## src/rtl/uart_rx.sv

```systemverilog
// uart_rx: 8N1 UART receiver with oversampled mid-bit sampling.
// Divider and sample counter realign to each start edge.
module uart_rx #(
    parameter int CLK_FREQ     = 50000000,
    parameter int BAUD         = 115200,
    parameter int OVERSAMPLING = 16
) (
    input  logic       clk,
    input  logic       rst_n,
    input  logic       rx,
    output logic [7:0] data_out,
    output logic       data_valid,
    output logic       frame_err,
    output logic       busy
);
    localparam int DIV = CLK_FREQ / (BAUD * OVERSAMPLING);
    localparam int DW = DIV > 1 ? $clog2(DIV) : 1;
    localparam int SW = $clog2(OVERSAMPLING) + 1;
    localparam logic [DW-1:0] DIV_LAST = DW'(DIV - 1);
    localparam logic [SW-1:0] HALF = SW'(OVERSAMPLING / 2 - 1);
    localparam logic [SW-1:0] FULL = SW'(OVERSAMPLING - 1);

    typedef enum logic [2:0] {IDLE, START, DATA, STOP, WAIT_IDLE} state_t;

    state_t state, state_n;
    logic rx_q, rx_s, rx_d;
    logic [DW-1:0] div, div_n;
    logic [SW-1:0] sc, sc_n;
    logic [2:0] bit_idx, bit_n;
    logic [7:0] shreg, sh_n, data_n;
    logic dv_n, fe_n, tick;

    assign tick = (state != IDLE) && (div == DIV_LAST);

    always_comb begin
        state_n = state;
        div_n   = (state == IDLE || tick) ? '0 : div + 1'b1;
        sc_n    = tick ? sc + 1'b1 : sc;
        bit_n   = bit_idx;
        sh_n    = shreg;
        data_n  = data_out;
        dv_n    = 1'b0;
        fe_n    = 1'b0;
        case (state)
            IDLE: begin
                sc_n = '0;
                if (rx_d && !rx_s)
                    state_n = START;
            end
            START: begin
                if (tick && sc == HALF) begin
                    sc_n    = '0;
                    bit_n   = '0;
                    state_n = rx_s ? IDLE : DATA;
                end
            end
            DATA: begin
                if (tick && sc == FULL) begin
                    sc_n  = '0;
                    sh_n  = {rx_s, shreg[7:1]};
                    bit_n = bit_idx + 3'd1;
                    if (bit_idx == 3'd7)
                        state_n = STOP;
                end
            end
            STOP: begin
                if (tick && sc == FULL) begin
                    sc_n    = '0;
                    data_n  = rx_s ? shreg : data_out;
                    dv_n    = rx_s;
                    fe_n    = !rx_s;
                    state_n = rx_s ? IDLE : WAIT_IDLE;
                end
            end
            WAIT_IDLE: begin
                sc_n = '0;
                if (rx_s)
                    state_n = IDLE;
            end
            default: state_n = IDLE;
        endcase
    end

    always_ff @(posedge clk or negedge rst_n) begin
        if (!rst_n) begin
            state      <= IDLE;
            rx_q       <= 1'b1;
            rx_s       <= 1'b1;
            rx_d       <= 1'b1;
            div        <= '0;
            sc         <= '0;
            bit_idx    <= '0;
            shreg      <= '0;
            data_out   <= '0;
            data_valid <= 1'b0;
            frame_err  <= 1'b0;
            busy       <= 1'b0;
        end else begin
            state      <= state_n;
            rx_q       <= rx;
            rx_s       <= rx_q;
            rx_d       <= rx_s;
            div        <= div_n;
            sc         <= sc_n;
            bit_idx    <= bit_n;
            shreg      <= sh_n;
            data_out   <= data_n;
            data_valid <= dv_n;
            frame_err  <= fe_n;
            busy       <= state_n != IDLE;
        end
    end
endmodule
```

## config.mk

```make
export PLATFORM = sky130hd
export DESIGN_NAME = uart_rx
export DESIGN_NICKNAME = d
export VERILOG_FILES = /design/src/rtl/uart_rx.sv
export SDC_FILE = /design/constraint.sdc
export NUM_CORES = 1
export LEC_CHECK = 0
export BUFFER_PORTS_ARGS = -buffer_cell sky130_fd_sc_hd__clkbuf_2
export CAP_MARGIN = 20
export CORE_AREA = 8 8 71 61
export CTS_CLUSTER_SIZE = 28
export DETAILED_ROUTE_END_ITERATION = 6
export DIE_AREA = 0 0 79 69
export GPL_TIMING_DRIVEN = 0
export PLACE_DENSITY = 0.77
export SETUP_SLACK_MARGIN = 0.05
export SYNTH_ARGS = -nofsm -noshare
export SYNTH_HDL_FRONTEND = slang
export SYNTH_SLANG_ARGS = --single-unit
export TNS_END_PERCENT = 20
```

## constraint.sdc

```tcl
create_clock -name clk -period 3.28 [get_ports clk]
set_input_delay 0.656 -clock clk [delete_from_list [all_inputs] [get_ports clk]]
set_output_delay 0.656 -clock clk [all_outputs]
set_load 0.01 [all_outputs]
```

# --- Yosys cells after proc, flatten, opt, wreduce, memory -nomap -nowiden ---
# Index checks and enable logic that the tools add are counted.
op_classes:
  n_mux: 21
  mul: 0
  div: 0
  n_bitwise: 0
  n_lt_le_gt_ge: 0
  eq_ne: 10
  add_sub_neg: 3
  reduce_logical: 15
  shift: 0
op_table:
  columns: ["operator", "count"]
  rows:
  - ["$mux W3", 9]
  - ["$mux W5", 4]
  - ["$pmux W3 S5", 1]
  - ["$pmux W5 S3", 1]
  - ["$add A5 B1 Y5 const B", 2]
  - ["$eq A3 B2 Y1 const B", 2]
  - ["$eq A3 B3 Y1 const B", 2]
  - ["$pmux W3 S2", 1]
  - ["$reduce_and A3 Y1", 2]
  - ["$reduce_bool A3 Y1", 2]
  - ["$eq A5 B3 Y1 const B", 1]
  - ["$eq A5 B4 Y1 const B", 1]
  - ["$eq A5 B5 Y1 const B", 1]
  - ["$logic_and A1 B1 Y1", 4]
  - ["$mux W1", 4]
  - ["$ne A2 B2 Y1 const B", 2]
  - ["$reduce_or A2 Y1", 2]
  - ["$add A3 B1 Y3 const B", 1]
  - ["$eq A3 B1 Y1 const B", 1]
  - ["$logic_not A3 Y1", 1]
  - ["$mux W2", 1]
  - ["$reduce_and A2 Y1", 1]
  - ["$reduce_bool A2 Y1", 1]
  - ["$logic_not A1 Y1", 1]
  - ["$logic_or A1 B1 Y1", 1]
totals:
  word_cells: 61
  latchBits: 0
  output_inout_bits: 11
  n_memories: 0
  mem_bits_ro: 0
  input_bits: 3
  ff_bits: 38
  ram_bits: 0

# --- Longest topological paths before layout ---
# Gate-level depths: netlist of the first run.
logic_depth:
  depth_word: 6
  depth_mapped: 7
  ltp_nobuf: 7

# --- Least setup slack after synthesis of the first run ---
# No wires, ideal clock.
synth_timing:
  path_type: "register to register"
  start: "reg sc[0]"
  end: "reg shreg[0]"
  stages_incl_launch_ff: 8
  synth_period_minus_slack_ps: 1909
  n_path_buf: 1
  path_slack_ps: 1371
  setup_time_ps: 125
  t_required_ps: 3155
  arrival_time_ps: 1785
  cell_sequence: "dfrtp_1 > ha_1 > and3_1 > ha_1 > nand2_1 > nor4_1 > buf_4 > mux2_2"
synth_via:
  elab_chain_len: 3
synth_lines:
  columns: ["item", "line_no", "text"]
  rows:
  - ["start, declared", "28", "logic [SW-1:0] sc, sc_n;"]
  - ["start signal, assigned", "104", "sc <= sc_n;"]
  - ["$eq A5 B4 Y1", "58", "if (tick && sc == FULL) begin"]
  - ["$logic_and A1 B1 Y1", "58", null]
  - ["$reduce_and A2 Y1 (no line)", null, null]
  - ["end signal, assigned", "106", "shreg <= sh_n;"]
  - ["end, declared", "30", "logic [7:0] shreg, sh_n, data_n;"]
# Every way passes these cells.
# A chain may end at the register's enable or synchronous reset.

# --- Worst setup path in the final report of the first run ---
layout_timing:
  start: "reg sc[0]"
  end: "reg shreg[6]"
# Same word-level chain as after synthesis.

==> flow_metrics.py, run 1 <==
metrics = {
    "floorplan": {
        "row_count": 19,
        "die_w_um": 79,
        "dieArea_um2": 5451,
        "io_pins": 14,
        "floorplan.initialDensity_pct": 52.17,
        "die_h_um": 69,
        "coreArea_um2": 3233,
    },
    "routing": {
        "drt_iter0_markers": 101,
        "drc_errors": 0,
        "first_pass_iters": 4,
        "vias": 1014,
        "drt_wl_total_um": 2804,
        "wire_per_inst_um": 14.53,
        "ant_nets": 0,
        "via_per_inst": 5.254,
    },
    "clock_tree": {
        "clkTransAtPathRegs_ns": 0.07,
        "clockBufferDepth": 2,
        "cts-resized-gates": 0,
        "ctsHtreeMaxLevel": 2,
        "clk_latency_ns": 0.28,
        "cts_hold_buf": 0,
        "clock-sinks": 38,
        "cts_setup_buffers": 0,
        "cts_tree": "yes",
        "cts_buffers": 5,
        "root_buffer": "clkbuf_8",
    },
    "worst_setup_path": {
        "endpoint": "shreg[6]",
        "path_class": "register to register",
        "slowest_delay_ns": 0.39,
        "crit_buf_inv": 1,
        "startpoint": "sc[0]",
        "crit_top_cell": "ha_1",
        "rrSetupSlack_ns": 1.07,
        "r2r_end": "shreg[6]",
        "cp_num_cells": 7,
        "cp_max_fo": 10,
        "crit_chain": "ha_1, and3_1, ha_1, nand2_1, nor4_1, buf_4, mux2_2",
        "arrival_ns": 2.37,
        "r2r_start": "sc[0]",
        "crit_required_ns": 3.45,
        "critical_path.top_delay_family": "simple AND/OR/NAND/NOR gates",
        "reg2regPathDepth": 7,
        "critPathLaunchType": "register",
        "cp_slowest_cell": "dfrtp_1",
        "critPathCaptureType": "register",
    },
    "synth": {
        "synth_cell_types": 36,
        "synth-edff-count": 0,
        "synthCells": 130,
        "synth.avg_cell_area_um2": 12.97,
        "yosys_warnings": 0,
        "netlist_area_um2": 1687,
        "synth_seq_area_share_pct": 56.60,
        "synth_flop_cell": "dfrtp_1",
        "syn_nets": 139,
        "async_flop_share_pct": 100.0,
        "ys_ff_latch": 38,
    },
    "grt": {
        "grt_pass1_wl_um": 4947,
        "track_usage_pct": 11.26,
        "grt_max_degree": 39,
        "grt_pass1_vias": 1049,
        "antenna_found_initial": 0,
        "grt.overflow.total": 0,
    },
    "pwr": {
        "p_int_mw": 0.7750,
        "pwr-share-comb_pct": 14.7,
        "pwr-share-seq_pct": 55.1,
        "clock_power_share_pct": 30.2,
        "p_total_mw": 1.051,
        "p_sw_share_pct": 26.27,
        "p_leak_nw": 0.9559,
        "ir_drop_v": 0.0003583,
        "power.density_nw_per_um2": 554.8,
        "p_switching_mw": 0.2761,
    },
    "job": {
        "drv_cap": 0,
    },
    "finish": {
        "drive_gt1_share_pct": 31.79,
        "final.fill_count": 272,
        "antenna_cells": 0,
        "mostFrequentLayoutCell": "dfrtp_1",
        "fin_area_um2": 1894,
        "nNetsFinal": 159,
        "final_util_pct": 58.59,
        "layout_common_cells": "dfrtp_1, mux2_2, nor2_1",
        "synthToLayoutAreaGrowth_pct": 12.31,
    },
    "placed_design": {
        "gp_congestion": 0.8622,
        "place_area_um2": 1804,
        "io_buffers": 13,
        "pre_cts_ws_ns": 1.097,
        "dp_hpwl_um": 1981,
    },
    "sta": {
        "rsz0062_at_grt": "no",
        "fin_ws_ns": 1.072,
        "tightest_slew_ns": 0.8904,
        "max_freq_ghz": 0.4530,
        "timing.final.crit_share_pct": 67.30,
        "min_period_ns": 2.208,
        "setup_tns_ns": 0,
        "slew-limit-headroom_pct": 40.64,
        "worst_clock_skew_ns": 0.003808,
        "slew_violations": 0,
        "setup_violations": 0,
        "hold_viol_final": 0,
    },
    "worst_hold_path": {
        "whs_path_depth": 0,
        "min-delay-path-class": "register to register",
    },
    "status": {
        "outcome": "completed",
    },
}
-- cells in the mapped netlist (2+ instances only) --
library cell / count / share of area [%]
dfrtp_1: 35 / 52
mux2_2: 17 / 11
nor2_1: 14 / 3.1
ha_1: 6 / 4.5
nand2_1: 5 / 1.1
inv_1: 4 / 0.89
xnor2_1: 4 / 2.1
a21oi_1: 3 / 0.89
dfstp_2: 3 / 4.7
nand3_1: 3 / 0.89
nor3_1: 3 / 0.89
o21ai_0: 3 / 0.89
a22o_1: 2 / 1.0
a31oi_1: 2 / 0.74
and3_1: 2 / 0.74
buf_4: 2 / 0.89
clkbuf_8: 2 / 1.6
xor2_1: 2 / 1.0
-- power groups by stage --
stage / Combinational [mW] / Sequential (mW) / Clock [mW]
detailed placement: 0.160 / 0.588 / 0
floorplan: 0.126 / 0.577 / 0
CTS: 0.160 / 0.580 / 0.324
finish: 0.155 / 0.579 / 0.317
global placement: 0.146 / 0.582 / 0
global route: 0.185 / 0.587 / 0.347
-- flip-flops by register name, indices dropped and copies added (netlist names), 3 cells and up --
| name | cells |
|---|---|
| sc | 5 |
| state | 3 |
| div | 5 |
| bit_idx | 3 |
| data_out | 8 |
| shreg | 8 |
-- layout make-up --
type                       instances  area, um^2  area share, %
inverter                           4       15.01         0.7926
multi-input combinational         83       669.4          35.34
timing repair buffer              13       65.06          3.435
sequential                        38       954.7          50.40
buffer                             5       47.55          2.510
clock buffer                       8       90.09          4.756
tap                               42       52.55          2.774
-- per-layer routing --
layer | vias to the layer above | routed length [um] | track usage [%]
met1 | 492 | 1328 | 14.55
li1 | 499 | - | -
met2 | 18 | 1336 | 17.05
met3 | 5 | 114 | 3.756
met5 | - | 0 | 0
met4 | 0 | 25 | 3.901
-- worst min path at each step --
stage | start | endpoint | slack [ns]
2_1_floorplan | rx_q | rx_s | 0.35
3_3_place_gp | rx_q | rx_s | 0.35
3_5_place_dp | rx_q | rx_s | 0.35
6_report | rx_q | rx_s | 0.36
5_1_grt | rx_q | rx_s | 0.36
4_1_cts | rx_q | rx_s | 0.36
-- through the flow --
| step | cells | hold WS [ns] |
|---|---|---|
| CTS | 193 | 0.3567 |
| global route | 193 | 0.3597 |
| detailed placement | 185 | 0.3472 |
| floorplan | 130 | 0.3452 |
| finish | 193 | 0.3566 |
| global placement | 185 | 0.3455 |
-- logic make-up (layout without fill, tap and decap cells) --
group | Yosys count | count (layout) | share of synthesized area (%)
multiplexers | 17 | 17 | 11.35
XOR/XNOR | 6 | 6 | 3.116
adder cells (fa/ha/maj) | 6 | 6 | 4.451
AO/OA/AOI/OAI | 16 | 16 | 6.603
buffers and inverters | 9 | 30 | 3.709
flip-flops | 38 | 38 | 56.60
AND/OR/NAND/NOR | 38 | 38 | 14.17
Note: power is estimated with default switching activity, not from simulation.
==> inputs of run 2 (changes only) <==
==> constraint.sdc (replaced) <==
create_clock -name clk -period 2.2 [get_ports clk]
set_input_delay 0.44 -clock clk [delete_from_list [all_inputs] [get_ports clk]]
set_output_delay 0.44 -clock clk [all_outputs]
set_load 0.01 [all_outputs]
==> flow_metrics.py, run 2 (same netlist as run 1, synthesis figures left out) <==
metrics = {
    "worst_setup_path": {
        "critPathCaptureType": "register",
        "startpoint": "sc[0]",
        "crit_required_ns": 2.37,
        "cp_max_fo": 5,
        "arrival_ns": 2.18,
        "rrSetupSlack_ns": 0.19,
        "r2r_end": "busy",
        "reg2regPathDepth": 7,
        "path_class": "register to register",
        "critPathLaunchType": "register",
        "endpoint": "busy",
        "r2r_start": "sc[0]",
    },
    "finish": {
        "antenna_cells": 0,
        "synthToLayoutAreaGrowth_pct": 13.72,
        "mostFrequentLayoutCell": "dfrtp_1",
        "drive_gt1_share_pct": 33.77,
        "layout_common_cells": "dfrtp_1, mux2_2, nor2_1",
        "fin_cells": 193,
        "nNetsFinal": 159,
        "reg_top3": "data_out x8, shreg x8",
        "fin_area_um2": 1918,
    },
    "floorplan": {
        "die_w_um": 79,
        "row_count": 19,
        "dieArea_um2": 5451,
        "die_h_um": 69,
        "coreArea_um2": 3233,
        "floorplan.initialDensity_pct": 52.17,
        "io_pins": 14,
    },
    "clock_tree": {
        "cts_setup_buffers": 0,
        "clkTransAtPathRegs_ns": 0.07,
        "clockBufferDepth": 2,
        "ctsHtreeMaxLevel": 2,
        "cts_tree": "yes",
        "root_buffer": "clkbuf_8",
        "clock-sinks": 38,
        "clk_latency_ns": 0.28,
        "cts_buffers": 5,
    },
    "routing": {
        "drc_errors": 0,
        "ant_nets": 0,
        "via_per_inst": 5.295,
        "drt_iter0_markers": 87,
        "vias": 1022,
        "first_pass_iters": 4,
        "drt_wl_total_um": 2844,
        "wire_per_inst_um": 14.74,
    },
    "placed_design": {
        "gp_congestion": 0.8622,
        "io_buffers": 13,
        "dp_cells": 185,
        "place_area_um2": 1804,
        "dp_hpwl_um": 1981,
    },
    "job": {
        "drv_cap": 0,
    },
    "sta": {
        "rsz0062_at_grt": "no",
        "setup_violations": 0,
        "hold_viol_final": 0,
        "max_freq_ghz": 0.4979,
        "tightest_slew_ns": 0.8869,
        "min_period_ns": 2.008,
        "worst_clock_skew_ns": 0.006602,
        "slew_violations": 0,
        "timing.final.crit_share_pct": 91.29,
        "slew-limit-headroom_pct": 40.87,
        "setup_tns_ns": 0,
    },
    "worst_hold_path": {
        "min-delay-path-class": "input pin to register",
        "min_from": "rx",
    },
    "grt": {
        "grt_max_degree": 39,
        "grt_pass1_wl_um": 5037,
        "grt_pass1_vias": 1057,
        "antenna_found_initial": 0,
        "grt.overflow.total": 0,
        "track_usage_pct": 11.39,
    },
    "pwr": {
        "p_leak_nw": 0.9558,
        "ir_drop_v": 0.0005333,
        "p_int_mw": 1.156,
        "p_sw_share_pct": 26.59,
        "power.density_nw_per_um2": 821.0,
        "clock_power_share_pct": 30.4,
        "pwr-share-comb_pct": 14.8,
        "pwr-share-seq_pct": 54.8,
        "p_switching_mw": 0.4188,
    },
    "status": {
        "outcome": "completed",
    },
}
run 2: through the flow:
| step | hold slack [ns] | worst slack (ns) | power [mW] | util [%] |
|---|---|---|---|---|
| after detailed placement | 0.3472 | 0.01670 | 1.115 | 55.81 |
| after global placement | 0.3455 | 0.08111 | 1.087 | 55.81 |
| after floorplan | 0.1444 | 0.2906 | 1.048 | - |
| final | 0.2355 | 0.1916 | 1.575 | 59.33 |
| after global routing | 0.2344 | 0.07332 | 1.671 | 59.33 |
| after CTS | 0.2323 | 0.08218 | 1.586 | 58.78 |
run 2: layout make-up:
type / instances / area, um^2
fillers: 266 / 1315
flip-flops and latches: 38 / 954.7
multi-input cells: 83 / 689.4
clock buffers: 8 / 90.09
repair buffers: 13 / 65.06
well taps: 42 / 52.55
plain buffers: 5 / 51.30
inverters: 4 / 15.01
run 2: how the worst min path moves through the flow:
stage	endpoint	slack, ns	cells past startpoint
after floorplan	bit_idx[0]	0.14	0
after global placement	rx_s	0.35	0
after detailed placement	rx_s	0.35	0
after CTS	rx_q	0.23	1
after global routing	rx_q	0.23	1
final	rx_q	0.24	1
run 2: repair_timing:
item,CTS,global route
endpoints found under the setup margin,7,8
gates resized for setup,1,4
hold endpoints to repair,0,0
hold buffers,0,0
run 2: power groups by stage:
stage          Clock, mW  Combinational, mW  Sequential [mW]
3_3_place_gp           0              0.218            0.868
3_5_place_dp           0              0.238            0.877
2_1_floorplan          0              0.187            0.861
5_1_grt            0.517              0.279            0.876
6_report           0.478              0.233            0.863
4_1_cts            0.484              0.238            0.864
run 2: metal layers:
metal | share of wire, % | wire (um) | vias up | track usage (%)
li1 | - | - | 500 | -
met1 | 47 | 1338 | 492 | 14.86
met2 | 47 | 1334 | 22 | 17.14
met3 | 4.7 | 133 | 8 | 3.756
met4 | 1.3 | 38 | 0 | 3.901
met5 | 0 | 0 | - | 0
run 2: worst max-delay path: stages, from the launching register on:
cell,delay (ns)
dfrtp_1,0.39
ha_1,0.21
and3_1,0.17
ha_2,0.24
and3b_1,0.19
a31oi_1,0.15
a31oi_1,0.14
a2111o_1,0.40
